<file path="config.mk">
export PLATFORM = sky130hd
export DESIGN_NAME = rf_wb_arbiter
export DESIGN_NICKNAME = d
export VERILOG_FILES = /design/src/rtl/rf_arb_pkg.sv /design/src/rtl/rf_scoreboard.sv /design/src/rtl/rf_wb_arbiter.sv
export SDC_FILE = /design/constraint.sdc
export NUM_CORES = 1
export LEC_CHECK = 0
export CORE_MARGIN = 5
export CORE_UTILIZATION = 45
export CTS_CLUSTER_SIZE = 20
export DETAILED_ROUTE_END_ITERATION = 12
export GPL_ROUTABILITY_DRIVEN = 0
export PLACE_DENSITY = 0.81
export SLEW_MARGIN = 20
export SYNTH_ARGS = -nofsm -noshare
export SYNTH_HDL_FRONTEND = slang
export SYNTH_SLANG_ARGS = --single-unit
</file>
<file path="constraint.sdc">
create_clock -name clk -period 8.6 [get_ports clk]
set_input_delay 2.58 -clock clk [delete_from_list [all_inputs] [get_ports clk]]
set_output_delay 2.58 -clock clk [all_outputs]
set_load 0.02 [all_outputs]
</file>
<file path="src/rtl/rf_arb_pkg.sv">
// Shared types and default sizes for the register-file writeback arbiter.
package rf_arb_pkg;

    localparam int NREG_DEF = 32;
    localparam int AW_DEF   = 5;
    localparam int DW_DEF   = 32;

    typedef logic [AW_DEF-1:0] reg_addr_t;
    typedef logic [DW_DEF-1:0] word_t;

    typedef enum logic {S_NORM, S_BOOST} arb_state_e;
    typedef enum logic {SRC_P0, SRC_P1} src_e;

endpackage

</file>
<file path="src/rtl/rf_scoreboard.sv">
// Busy vector of registers reserved by in-flight multi-cycle ops.
// Register 0 can never be reserved; a set and a clear of the same register in one cycle leave it set.
module rf_scoreboard #(
    parameter int NREG = 32,
    parameter int AW   = 5
) (
    input  logic          clk,
    input  logic          rst,
    input  logic          set_en,
    input  logic [AW-1:0] set_addr,
    input  logic          clr_en,
    input  logic [AW-1:0] clr_addr,
    input  logic [AW-1:0] ra1,
    input  logic [AW-1:0] ra2,
    output logic          busy1,
    output logic          busy2
);

    logic [NREG-1:0] busy;
    logic [NREG-1:0] busy_nxt;

    // Clear is applied first so that a same-cycle set takes precedence.
    always_comb begin
        busy_nxt = busy;
        if (clr_en) begin
            busy_nxt[clr_addr] = 1'b0;
        end
        if (set_en) begin
            busy_nxt[set_addr] = 1'b1;
        end
        busy_nxt[0] = 1'b0;
    end

    always_ff @(posedge clk or posedge rst) begin
        if (rst) begin
            busy <= '0;
        end else begin
            busy <= busy_nxt;
        end
    end

    assign busy1 = busy[ra1];
    assign busy2 = busy[ra2];

endmodule

</file>
<file path="src/rtl/rf_wb_arbiter.sv">
// Arbitrates the single register-file write port between pipeline (P0) and multi-cycle (P1) writeback.
// Build option RF_WB_ARB_RR_EN: round-robin on conflict instead of P0 priority with a starvation boost.
module rf_wb_arbiter
    import rf_arb_pkg::*;
#(
    parameter int NREG       = NREG_DEF,
    parameter int AW         = AW_DEF,
    parameter int DW         = DW_DEF,
    parameter int STARVE_MAX = 4
) (
    input  logic          clk,
    input  logic          rst,
    input  logic          p0_valid,
    output logic          p0_ready,
    input  logic [AW-1:0] p0_addr,
    input  logic [DW-1:0] p0_data,
    input  logic          p1_valid,
    output logic          p1_ready,
    input  logic [AW-1:0] p1_addr,
    input  logic [DW-1:0] p1_data,
    input  logic          issue_valid,
    input  logic [AW-1:0] issue_addr,
    input  logic [AW-1:0] ra1,
    input  logic [AW-1:0] ra2,
    output logic          busy1,
    output logic          busy2,
    output logic          rf_we,
    output logic [AW-1:0] rf_wa,
    output logic [DW-1:0] rf_wd
);

    logic          p1_pri;
    logic          xfer;
    logic [AW-1:0] win_addr;
    logic [DW-1:0] win_data;
    src_e          win_src;
    src_e          wr_src;

`ifdef RF_WB_ARB_RR_EN
    src_e last_grant;

    // Starts at P1 so the first conflict after reset goes to P0.
    always_ff @(posedge clk or posedge rst) begin
        if (rst) begin
            last_grant <= SRC_P1;
        end else if (p0_ready) begin
            last_grant <= SRC_P0;
        end else if (p1_ready) begin
            last_grant <= SRC_P1;
        end
    end

    assign p1_pri = (last_grant == SRC_P0);
`else
    localparam int CW = $clog2(STARVE_MAX + 1);

    arb_state_e    state;
    arb_state_e    state_nxt;
    logic [CW-1:0] starve_cnt;
    logic [CW-1:0] starve_nxt;

    always_ff @(posedge clk or posedge rst) begin
        if (rst) begin
            state      <= S_NORM;
            starve_cnt <= '0;
        end else begin
            state      <= state_nxt;
            starve_cnt <= starve_nxt;
        end
    end

    // Denials accumulate (saturating); enough of them in a row boost P1 until it is served.
    always_comb begin
        state_nxt  = state;
        starve_nxt = '0;
        if (p1_valid && !p1_ready) begin
            starve_nxt = (starve_cnt == CW'(STARVE_MAX)) ? starve_cnt : starve_cnt + CW'(1);
        end
        case (state)
            S_NORM: begin
                if (p1_valid && !p1_ready && starve_nxt == CW'(STARVE_MAX)) begin
                    state_nxt = S_BOOST;
                end
            end
            S_BOOST: begin
                if (p1_ready) begin
                    state_nxt = S_NORM;
                end
            end
            default: state_nxt = S_NORM;
        endcase
    end

    always_comb begin
        p1_pri = (state == S_BOOST);
    end
`endif

    // Readys are forced low during reset; p1_pri only matters when both request.
    always_comb begin
        p0_ready = 1'b0;
        p1_ready = 1'b0;
        if (!rst) begin
            if (p0_valid && p1_valid) begin
                p0_ready = !p1_pri;
                p1_ready = p1_pri;
            end else begin
                p0_ready = p0_valid;
                p1_ready = p1_valid;
            end
        end
    end

    always_comb begin
        xfer     = p0_ready || p1_ready;
        win_addr = p1_ready ? p1_addr : p0_addr;
        win_data = p1_ready ? p1_data : p0_data;
        win_src  = p1_ready ? SRC_P1 : SRC_P0;
    end

    // Writes to register 0 complete the handshake but never assert the write enable.
    always_ff @(posedge clk or posedge rst) begin
        if (rst) begin
            rf_we  <= 1'b0;
            rf_wa  <= '0;
            rf_wd  <= '0;
            wr_src <= SRC_P0;
        end else begin
            rf_we <= xfer && (win_addr != '0);
            if (xfer) begin
                rf_wa  <= win_addr;
                rf_wd  <= win_data;
                wr_src <= win_src;
            end
        end
    end

    rf_scoreboard #(
        .NREG (NREG),
        .AW   (AW)
    ) u_scoreboard (
        .clk      (clk),
        .rst      (rst),
        .set_en   (issue_valid),
        .set_addr (issue_addr),
        .clr_en   (rf_we && (wr_src == SRC_P1)),
        .clr_addr (rf_wa),
        .ra1      (ra1),
        .ra2      (ra2),
        .busy1    (busy1),
        .busy2    (busy2)
    );

endmodule

</file>
Word level (Yosys, flattened, before mapping)
Index checks and enable logic that the tools add are counted.
W data, S select, Z words.
{"block": "totals", "word_cells": 53, "latch_bits": 0, "out_inout_bits": 42, "romBits": 0, "memories": 0, "regBits": 74, "in_bits": 94, "ramBits": 0}
{"block": "op_classes", "order_cmp": 6, "mul": 0, "shift": 0, "reduce_logical": 11, "bitwise_logic": 4, "eq_ne": 2, "div_mod_pow": 0, "mux": 22, "add_sub_neg": 1}
{"cell": "$mux W32", "n": 3}
{"cell": "$and A32 B32 Y32", "n": 1}
{"cell": "$not A32 Y32", "n": 1}
{"cell": "$or A32 B32 Y32", "n": 1}
{"cell": "$lt A5 B6 Y1 const B", "n": 4}
{"cell": "$mux W1", "n": 11}
{"cell": "$bmux W1 S5", "n": 2}
{"cell": "$demux W1 S5", "n": 2}
{"cell": "$ge A5 B1 Y1 const B", "n": 2}
{"cell": "$logic_and A1 B1 Y1", "n": 7}
{"cell": "$eq A3 B3 Y1 const B", "n": 2}
{"cell": "$mux W3", "n": 2}
{"cell": "$mux W5", "n": 1}
{"cell": "$reduce_bool A5 Y1", "n": 1}
{"cell": "$add A3 B1 Y3 const B", "n": 1}
{"cell": "$logic_not A1 Y1", "n": 2}
{"cell": "$pmux W1 S2", "n": 1}
{"cell": "$logic_or A1 B1 Y1", "n": 1}
{"cell": "$not A1 Y1", "n": 1}

Depth between registers and ports, before layout
Gate-level depths: netlist of the first run.
{"block": "logic_depth", "ltp_word": 10, "mapped_depth": 7, "mapped_depth_nobuf": 6}

By module
Synthesis of the first run repeated with hierarchy kept, for this count alone.
{"block": "unflattened", "hier_cells": 444, "area_unflattened_um2": 4035.1}
{"mod": "rf_wb_arbiter", "n_inst": 1, "cells_each": 250, "area_per_inst_um2": 2189.6, "seq_area_each_um2": 1076.0}
{"mod": "rf_scoreboard", "n_inst": 1, "cells_each": 194, "area_per_inst_um2": 1845.5, "seq_area_each_um2": 775.7}

Worst setup path before layout of the first run
OpenSTA, ideal clock, no wires.
{"block": "synth_timing", "kind": "input port to output port", "from": "input rst", "to": "output p1_ready", "arrival_ns": 5.052, "required_time_ns": 6.020, "cell_stages": 5, "slack_ns": 0.968, "path_buffers": 3, "cell_sequence": "inv_1 -> and3_1 -> clkbuf_1 -> buf_2 -> buf_2"}
{"block": "synth_between", "elab_chain_cells": 1}
{"item": "start, declared", "line": "rf_wb_arbiter.sv:12", "rtl": "input logic rst,"}
{"item": "$mux W1", "line": "rf_wb_arbiter.sv:103", "rtl": "if (!rst) begin"}
{"item": "end, declared", "line": "rf_wb_arbiter.sv:18", "rtl": "output logic p1_ready,"}
Every way passes these cells.

Final worst setup path of the first run
{"block": "layout_timing", "from": "input ra1[0]", "to": "output busy1"}
{"block": "layout_between", "elab_chain_cells": 2}
{"item": "start, declared", "line": "rf_wb_arbiter.sv:23", "rtl": "input logic [AW-1:0] ra1,"}
{"item": "$bmux W1 S5", "line": "rf_scoreboard.sv:42", "rtl": "assign busy1 = busy[ra1];"}
{"item": "$mux W1 (implied by the code)", "line": "rf_scoreboard.sv:42"}
{"item": "end, declared", "line": "rf_wb_arbiter.sv:25", "rtl": "output logic busy1,"}
Every way passes these cells. The select of a mux whose other input is x is not followed.

==> impl_metrics.csv, run 1 <==
group,metric,value,unit
finish,area_growth,43.28,%
worst_setup_path,path_cells,"clkdlybuf4s50_1 > mux4_2 > nand2b_1 > o2111ai_1 > nand4_1 > clkdlybuf4s50_1",
timing,rsz0062_at_grt,"no",
worst_setup_path,crit_arrival,4740,ps
worst_setup_path,cp_top_family,"buffers and inverters",
finish,n_antenna_cell,0,
job,drv_cap,0,
clock_network,cts.repair.resized,0,
finish,finalInstanceArea,5360,um^2
route,drt-total-wl,11400,um
worst_setup_path,cpPeakStageDelay,670,ps
power_and_ir_drop,p_per_area,205.9,nW/um^2
timing,maxSlewHeadroom,43.38,%
logic_synthesis,async_flop_share,100.0,%
route,drt_first_pass_iters,5,
logic_synthesis,synth_cells,391,
floorplan,core_region_area,8175,um^2
floorplan,row_count,33,
route,routed_via_density,5.637,
hold_path,min_path_cells,2,
timing,final_hold_viol_count,0,
logic_synthesis,synthXorXnorAreaFrac,0.2341,%
clock_network,path_clk_slew,70,ps
route,drt_iter0_drc,172,
clock_network,clock_sinks,74,
timing,setup_viol,0,
clock_network,clockBufferDepth,2,
place,io_buffers,135,
logic_synthesis,synthMuxAreaShare,9.766,%
worst_setup_path,crit_buf_inv,2,
timing,timing.fmax,136.6,MHz
logic_synthesis,synth_common_cells,"nand2_1 (78), dfrtp_1 (74), o21ai_0 (70), a22oi_1 (36), mux2i_1 (23)",
logic_synthesis,synth_area_leader_cell,"dfrtp_1",
timing,tns,0,ps
power_and_ir_drop,peakVddDrop,0.0001104,V
worst_setup_path,required,6020,ps
route,route.vias.total,3540,
worst_setup_path,crit_cells,6,
floorplan,pin_count,136,
finish,multi_input_area,1778,um^2
timing,fin_skew,7.557,ps
logic_synthesis,synth.distinct_cells,32,
route,wire_per_inst,18.15,um
power_and_ir_drop,power,0.001104,W
clock_network,clk_latency,340,ps
grt,grt_overflow,0,
logic_synthesis,synth-seq-cells,74,
timing,period_share,85.13,%
finish,layout-drive-gt1-share,5.927,%
floorplan,start_util,45.76,%
logic_synthesis,synth-adder-area-share,0.6689,%
floorplan,dieWidth,101.2,um
logic_synthesis,synth_ff_type,"dfrtp_1",
logic_synthesis,synth_area,3741,um^2
clock_network,cts_tree,"done",
worst_setup_path,cp_common_cell,"clkdlybuf4s50_1",
logic_synthesis,syn_nets,487,
timing,drv_slew,0,
grt,grt_pass1_wl,18440,um
power_and_ir_drop,power.leakage,2.164,nW
logic_synthesis,syn_avg_cell_area,9.568,um^2
logic_synthesis,yosysMostFrequentCell,"nand2_1",
worst_setup_path,end_kind,"output port",
clock_network,cts_buffers,9,
logic_synthesis,yosys_warnings,0,
logic_synthesis,synth_edf_count,0,
timing,fin_ws,1279,ps
logic_synthesis,synth-compound-area-share,19.20,%
place,dpl_cell_area,5165,um^2
clock_network,htreeDepth,3,
logic_synthesis,synth_top_family_by_area,"compound AO/OA/AOI/OAI gates",
grt,grt_max_degree,70,
hold_path,hold_class,"reg2reg",
route,final_antenna_net_count,0,
grt,antenna_found_initial,0,
finish,finish.net_count,614,
finish,ff_latch_area,1852,um^2
timing,min_period,7321,ps
logic_synthesis,synth_top_area_share,49.50,%
run_status,outcome,"finished clean",
grt,grt_pass1_vias,3710,
worst_setup_path,crit_slowest_cell,"clkdlybuf4s50_1",
finish,fillerInstances,644,
floorplan,die_y,101.2,um
place,dp.cells,612,
clock_network,cts.hold.buffers_added,0,
grt,gr-usage-all-layers,23.05,%
logic_synthesis,ys_seq_area_share,49.50,%
clock_network,cts_setup_buffers,0,
place,place_ws,1276,ps
route,drc_errors,0,
finish,instances_no_fill,628,
place,dpl.hpwl,8609,um
worst_setup_path,crit_type,"in2out",
logic_synthesis,synth.area.top_cells,"dfrtp_1 (49%), o21ai_0 (9.4%), nand2_1 (7.8%), a22oi_1 (7.2%), mux2i_1 (6.2%)",
floorplan,die_area,10240,um^2
clock_network,root_buffer,"clkbuf_8",
worst_setup_path,cp_max_fo,7,
timing,tightest_slew,849.4,ps
logic_synthesis,synth-simple-area-share,17.56,%
worst_setup_path,start_kind,"input port",
worst_setup_path,ff2ff_path_depth,5,
==> per-stage QoR <==
step | utilization [%] | hold WS [ps]
finish | 65.56 | 477.1
global route | 65.56 | 507.2
CTS | 65.56 | 482.0
detailed placement | 63.18 | 462.5
global placement | 63.18 | 459.6
floorplan | - | 465.5
==> metal layers <==
layer / global-route usage [%] / wire length [um]
met1: 28.15 / 4260
met3: 8.678 / 1251
met4: 7.362 / 213
met5: 0 / 0
met2: 37.93 / 5670
==> power breakdown <==
group / internal, W / total [W] / leakage [nW] / switching [W]
registers: 0.000431 / 0.000505 / 0.832 / 0.0000743
logic: 0.000172 / 0.000334 / 1.24 / 0.000163
clock network: 0.000135 / 0.000264 / 0.0925 / 0.000130
total: 0.000737 / 0.00110 / 2.16 / 0.000367
==> worst register-to-register path: cells and delay by family, from the launching register on <==
family	cells	cell delay, ps
compound gates	1	210
flops	1	420
simple gates	3	900
buf+inv	1	270
==> worst paths after layout <==
check,startpoint,to,slack [ps]
max in group asynchronous,rst,u_scoreboard.busy[28]$_DFF_PP0_,5060
min in group asynchronous,rst,rf_wd[25]$_DFFE_PP0P_,2470
max reg2reg,p1_pri$_DFF_PP0_,p1_pri$_DFF_PP0_,6710
min reg2reg,rf_wd[18]$_DFFE_PP0P_,rf_wd[18]$_DFFE_PP0P_,480
min,rf_wd[18]$_DFFE_PP0P_,rf_wd[18]$_DFFE_PP0P_,480
max,ra1[0],busy1,1280
==> placed cells by master (no fill, tap or decap) <==
master	Yosys	final
a211oi_1	2	2
a21oi_1	6	6
a22oi_1	36	36
and3_1	2	2
and3b_1	2	2
buf_4	0	4
bufinv_16	0	1
clkbuf_1	18	1
clkbuf_8	0	9
clkdlybuf4s50_1	0	135
clkinv_2	0	1
clkinv_4	0	2
clkinvlp_4	0	2
dfrtp_1	74	74
ha_1	2	2
inv_1	6	5
inv_2	0	1
mux2i_1	23	23
mux4_2	6	6
nand2_1	78	78
nand2b_1	6	6
nand3_1	11	11
nand3b_1	9	9
nand4_1	3	3
nand4b_1	2	2
nor2_1	7	7
nor2b_1	4	4
nor3b_1	1	1
o2111ai_1	2	2
o211ai_1	2	2
o21ai_0	70	70
o21ai_2	0	1
o21bai_1	1	1
o31ai_1	1	1
or3_1	3	3
or3b_2	4	4
or4_1	2	2
or4b_1	1	1
xnor2_1	1	1
==> flip-flops by register name (all words and copies together) (netlist names) <==
| signal | cells |
|---|---|
| starve_cnt | 3 |
| u_scoreboard.busy | 31 |
| rf_wa | 5 |
| rf_we | 1 |
| rf_wd | 32 |
| p1_pri | 1 |
| wr_src | 1 |
==> logic make-up (layout without fill, tap and decap cells) <==
logic type | after synthesis | in the layout
buffers and inverters | 29 | 161
adder cells (fa/ha/maj) | 2 | 2
flip-flops | 74 | 74
multiplexers | 29 | 29
AO/OA/AOI/OAI | 121 | 121
XOR/XNOR | 1 | 1
AND/OR/NAND/NOR | 135 | 135
==> final cells by class <==
cell class | count | area share [%]
clock buffers | 10 | 2.381
clock inverters | 6 | 1.261
inverters | 6 | 0.4202
multi-input cells | 288 | 33.17
flip-flops and latches | 74 | 34.55
well taps | 105 | 2.451
repair buffers | 139 | 25.77
No activity file was read; power rests on OpenSTA's default activity.
==> inputs of run 2 (changes only) <==
--- a/config.mk
+++ b/config.mk
@@ -5,12 +5,14 @@
 export SDC_FILE = /design/constraint.sdc
 export NUM_CORES = 1
 export LEC_CHECK = 0
+export CAP_MARGIN = 30
 export CORE_MARGIN = 5
 export CORE_UTILIZATION = 45
 export CTS_CLUSTER_SIZE = 20
 export DETAILED_ROUTE_END_ITERATION = 12
 export GPL_ROUTABILITY_DRIVEN = 0
 export PLACE_DENSITY = 0.81
+export RECOVER_POWER = 25
 export SLEW_MARGIN = 20
 export SYNTH_ARGS = -nofsm -noshare
 export SYNTH_HDL_FRONTEND = slang
==> impl_metrics.csv, run 2 (synthesis gave the netlist of run 1 again) <==
group,metric,value,unit
run_status,outcome,"finished with violations",
run_status,violations,"capacitance limit, slew limit",
clock_network,htreeDepth,3,
grt,antenna_found_initial,0,
timing,drv_slew,70,
route,route.vias.total,3545,
finish,multi_input_area,1778,um^2
floorplan,pin_count,136,
floorplan,row_count,33,
worst_setup_path,r2r_setup_slack,6710,ps
clock_network,root_buffer,"clkbuf_8",
floorplan,die_area,10240,um^2
power_and_ir_drop,power.leakage,2.162,nW
clock_network,cts_setup_buffers,0,
route,routed_via_density,5.645,
clock_network,cts_tree,"done",
timing,maxSlewHeadroom,-140.4,%
grt,grt_max_degree,70,
clock_network,clock_sinks,74,
hold_path,min_path_cells,2,
worst_setup_path,required,6020,ps
timing,setup_viol,0,
timing,holdWs,477.2,ps
worst_setup_path,crit_arrival,4740,ps
worst_setup_path,start_kind,"input port",
finish,largest_registers,"rf_wd x32, u_scoreboard.busy x31, rf_wa x5",
finish,area_growth,43.18,%
floorplan,dieWidth,101.2,um
clock_network,clk_latency,340,ps
finish,layout-drive-gt1-share,5.545,%
worst_setup_path,ff2ff_path_depth,5,
grt,grt_pass1_wl,18440,um
finish,finish.net_count,614,
worst_setup_path,end_kind,"output port",
grt,grt_pass1_vias,3710,
floorplan,core_region_area,8175,um^2
timing,tightest_slew,3606,ps
route,drt-total-wl,11400,um
grt,grt_overflow,0,
hold_path,hold_class,"reg2reg",
finish,largest_reg_flops,32,
finish,mostFrequentLayoutCells,"clkdlybuf4s50_1 (132), nand2_1 (78), dfrtp_1 (74)",
timing,fin_skew,7.890,ps
power_and_ir_drop,peakVddDrop,0.0001102,V
timing,final_hold_viol_count,0,
route,final_antenna_net_count,0,
floorplan,start_util,45.76,%
finish,top_register,"rf_wd",
place,io_buffers,135,
floorplan,die_y,101.2,um
worst_setup_path,r2r-end,"p1_pri$_DFF_PP0_",
timing,timing.fmax,136.6,MHz
grt,gr-usage-all-layers,23.05,%
worst_setup_path,crit_start,"ra1[0]",
timing,min_period,7320,ps
route,drt_first_pass_iters,5,
place,dpl.hpwl,8609,um
clock_network,cts.hold.buffers_added,0,
clock_network,clockBufferDepth,2,
hold_path,min_to,"rf_wd[18]$_DFFE_PP0P_",
finish,n_antenna_cell,0,
finish,fillerInstances,645,
worst_setup_path,crit_type,"in2out",
route,wire_per_inst,18.15,um
timing,period_share,85.12,%
clock_network,cts.repair.resized,0,
timing,tns,0,ps
clock_network,path_clk_slew,70,ps
hold_path,hp-start,"rf_wd[18]$_DFFE_PP0P_",
worst_setup_path,cp_max_fo,7,
power_and_ir_drop,p_per_area,205.7,nW/um^2
route,drt_iter0_drc,172,
finish,ff_latch_area,1852,um^2
job,drv_cap,1,
clock_network,cts_buffers,9,
timing,rsz0062_at_grt,"no",
route,drc_errors,0,
worst_setup_path,r2r-start,"p1_pri$_DFF_PP0_",
finish,mostFrequentLayoutCell,"clkdlybuf4s50_1",
==> run 2: how the worst max path moves through the flow <==
stage                     to  slack, ps  depth (start not counted)
global route           busy1       1140                          6
detailed placement     busy1       1280                          6
global placement       busy2       1290                          6
CTS                    busy1       1270                          6
floorplan           p1_ready        970                          5
finish                 busy1       1280                          6
==> run 2: report_power, final <==
| group | switching [W] | total, W | internal [W] |
|---|---|---|---|
| Combinational | 0.000162 | 0.000334 | 0.000171 |
| Clock | 0.000129 | 0.000264 | 0.000134 |
| Sequential | 0.0000737 | 0.000505 | 0.000431 |
==> run 2: per-layer routing <==
| layer | global-route usage [%] | wire, um |
|---|---|---|
| met1 | 28.15 | 4298 |
| met2 | 37.93 | 5658 |
| met3 | 8.678 | 1181 |
| met4 | 7.362 | 258 |
| met5 | 0 | 0 |
==> run 2: worst max-delay path: stages <==
cell and delay (ps):
clkdlybuf4s50_1 670, mux4_2 540, nand2b_1 150, o2111ai_1 140, nand4_1 100, clkdlybuf4s50_1 550
==> run 2: layout make-up <==
type / instances / area share, %
sequential: 74 / 34.57
clock buffer: 10 / 2.383
multi-input combinational: 288 / 33.19
inverter: 6 / 0.4205
timing repair buffer: 139 / 25.72
tap: 105 / 2.453
clock inverter: 6 / 1.261
==> run 2: through the flow <==
stage / std cells / instance area [um^2] / setup slack, ps / total power (W) / util [%]
finish: 628 / 5356 / 1280 / 0.001102 / 65.52
global route: 628 / 5356 / 1140 / 0.001166 / 65.52
CTS: 628 / 5360 / 1269 / 0.001105 / 65.56
detailed placement: 612 / 5165 / 1276 / 0.0008424 / 63.18
global placement: 612 / 5165 / 1294 / 0.0008279 / 63.18
floorplan: 391 / 3741 / 968.4 / 0.0006722 / -
==> inputs of run 3 (changes only) <==
--- a/config.mk
+++ b/config.mk
@@ -6,12 +6,15 @@
 export NUM_CORES = 1
 export LEC_CHECK = 0
 export CAP_MARGIN = 30
+export CELL_PAD_IN_SITES_DETAIL_PLACEMENT = 1
+export CELL_PAD_IN_SITES_GLOBAL_PLACEMENT = 1
+export CORE_ASPECT_RATIO = 0.7
 export CORE_MARGIN = 5
-export CORE_UTILIZATION = 45
-export CTS_CLUSTER_SIZE = 20
+export CORE_UTILIZATION = 33
+export CTS_CLUSTER_SIZE = 14
 export DETAILED_ROUTE_END_ITERATION = 12
 export GPL_ROUTABILITY_DRIVEN = 0
-export PLACE_DENSITY = 0.81
+export PLACE_DENSITY_LB_ADDON = 0.1
 export RECOVER_POWER = 25
 export SLEW_MARGIN = 20
 export SYNTH_ARGS = -nofsm -noshare
==> impl_metrics.csv, run 3 (synthesis gave the netlist of run 1 again) <==
group,metric,value,unit
timing,tightest_slew,2513,ps
hold_path,hold_class,"reg2reg",
place,dpl_cell_area,5226,um^2
finish,finalInstanceArea,5530,um^2
finish,mostFrequentLayoutCell,"clkdlybuf4s50_1",
clock_network,clock_sinks,74,
job,drv_cap,2,
timing,rsz0062_at_grt,"no",
route,routed_via_density,5.295,
clock_network,clockBufferDepth,2,
finish,largest_reg_flops,32,
worst_setup_path,end_kind,"output port",
route,final_antenna_net_count,0,
finish,largest_registers,"rf_wd x32, u_scoreboard.busy x31, rf_wa x5",
finish,finish.net_count,615,
floorplan,row_count,32,
worst_setup_path,cp_max_fo,7,
power_and_ir_drop,peakVddDrop,0.0001077,V
grt,antenna_found_initial,0,
worst_setup_path,endpoint,"busy2",
floorplan,start_util,33.85,%
clock_network,cts.repair.resized,0,
timing,min_period,7324,ps
finish,area_growth,47.83,%
finish,multi_input_area,1779,um^2
route,drt-total-wl,13450,um
worst_setup_path,required,6020,ps
worst_setup_path,r2r-start,"p1_pri$_DFF_PP0_",
route,drt_first_pass_iters,4,
clock_network,clk_latency,340,ps
timing,final_hold_viol_count,0,
grt,grt_overflow,0,
timing,fin_skew,9.554,ps
timing,period_share,85.16,%
route,wire_per_inst,19.87,um
timing,timing.fmax,136.5,MHz
timing,maxSlewHeadroom,-67.55,%
place,dpl.hpwl,10180,um
grt,grt_max_degree,76,
grt,gr-usage-all-layers,20.42,%
finish,mostFrequentLayoutCells,"clkdlybuf4s50_1 (134), nand2_1 (78), dfrtp_1 (74)",
floorplan,die_y,99.08,um
finish,top_register,"rf_wd",
worst_setup_path,r2r_setup_slack,6660,ps
timing,tns,0,ps
clock_network,cts_tree,"done",
route,drc_errors,0,
worst_setup_path,r2r-end,"p1_pri$_DFF_PP0_",
floorplan,dieWidth,137.3,um
finish,ff_latch_area,1852,um^2
run_status,outcome,"finished with violations",
power_and_ir_drop,power.leakage,2.208,nW
floorplan,die_area,13600,um^2
timing,holdWs,475.1,ps
finish,layout-drive-gt1-share,5.725,%
power_and_ir_drop,p_per_area,226.2,nW/um^2
worst_setup_path,crit_arrival,4740,ps
floorplan,core_region_area,11050,um^2
route,route.vias.total,3585,
route,drt_iter0_drc,253,
worst_setup_path,start_kind,"input port",
finish,n_antenna_cell,0,
clock_network,cts_buffers,9,
timing,fin_ws,1276,ps
finish,fillerInstances,1245,
timing,setup_viol,0,
clock_network,path_clk_slew,60,ps
clock_network,cts.hold.buffers_added,0,
grt,grt_pass1_vias,3894,
place,io_buffers,135,
finish,utilization,50.05,%
worst_setup_path,crit_type,"in2out",
floorplan,pin_count,136,
place,place_ws,1238,ps
clock_network,cts_setup_buffers,0,
run_status,violations,"capacitance limit, slew limit",
worst_setup_path,ff2ff_path_depth,5,
grt,grt_pass1_wl,21280,um
clock_network,htreeDepth,3,
timing,drv_slew,78,
clock_network,root_buffer,"clkbuf_16",
worst_setup_path,crit_start,"ra2[0]",
hold_path,hp-start,"rf_wd[13]$_DFFE_PP0P_",
## run 3: changes by cell type in the layout (fill, tap and decap cells not counted), sizes merged
cell	previous run	this run
clkinv	3	0
dlygate4sd3	3	1
clkdlybuf4s50	132	134
inv	6	7
clkinvlp	2	3
clkbuf	11	13
## run 3: layout make-up
type,count,share of cell area (%)
clock inverter,5,1.109
clock buffer,11,4.389
inverter,6,0.4072
multi-input combinational,288,32.17
sequential,74,33.48
timing repair buffer,140,24.98
tap,153,3.462
## run 3: worst max-delay path, cell delays in order
cell	delay [ps]
clkdlybuf4s50_1	660
mux4_2	540
nand2b_1	160
o211ai_1	120
nand4_1	120
clkdlybuf4s50_1	570
## run 3: metal layers
| metal | GRT usage, % | part of all wire, % | vias to the layer above |
|---|---|---|---|
| li1 | - | - | 1678 |
| met1 | 28.08 | 44 | 1776 |
| met2 | 31.37 | 45 | 121 |
| met3 | 6.786 | 9.2 | 10 |
| met4 | 4.525 | 1.0 | 0 |
| met5 | 0 | 0 | - |
## run 3: power by group
group	internal, W	switching, W
Sequential	0.000431	0.000101
Combinational	0.000172	0.000168
Clock	0.000233	0.000146
## run 3: worst min-delay path by stage
stage	to	slack, ps	cells after the start
2_1_floorplan	p1_pri$_DFF_PP0_	470	1
3_3_place_gp	rf_wd[4]$_DFFE_PP0P_	460	2
3_5_place_dp	rf_wd[9]$_DFFE_PP0P_	470	2
4_1_cts	rf_wd[13]$_DFFE_PP0P_	480	2
5_1_grt	rf_wd[7]$_DFFE_PP0P_	500	2
6_report	rf_wd[13]$_DFFE_PP0P_	480	2
## run 3: stage by stage
stage,power [W],std cells
final,0.001251,677
after global routing,0.001319,677
after CTS,0.001258,676
after detailed placement,0.0008730,660
after global placement,0.0008554,660
after floorplan,0.0006722,391
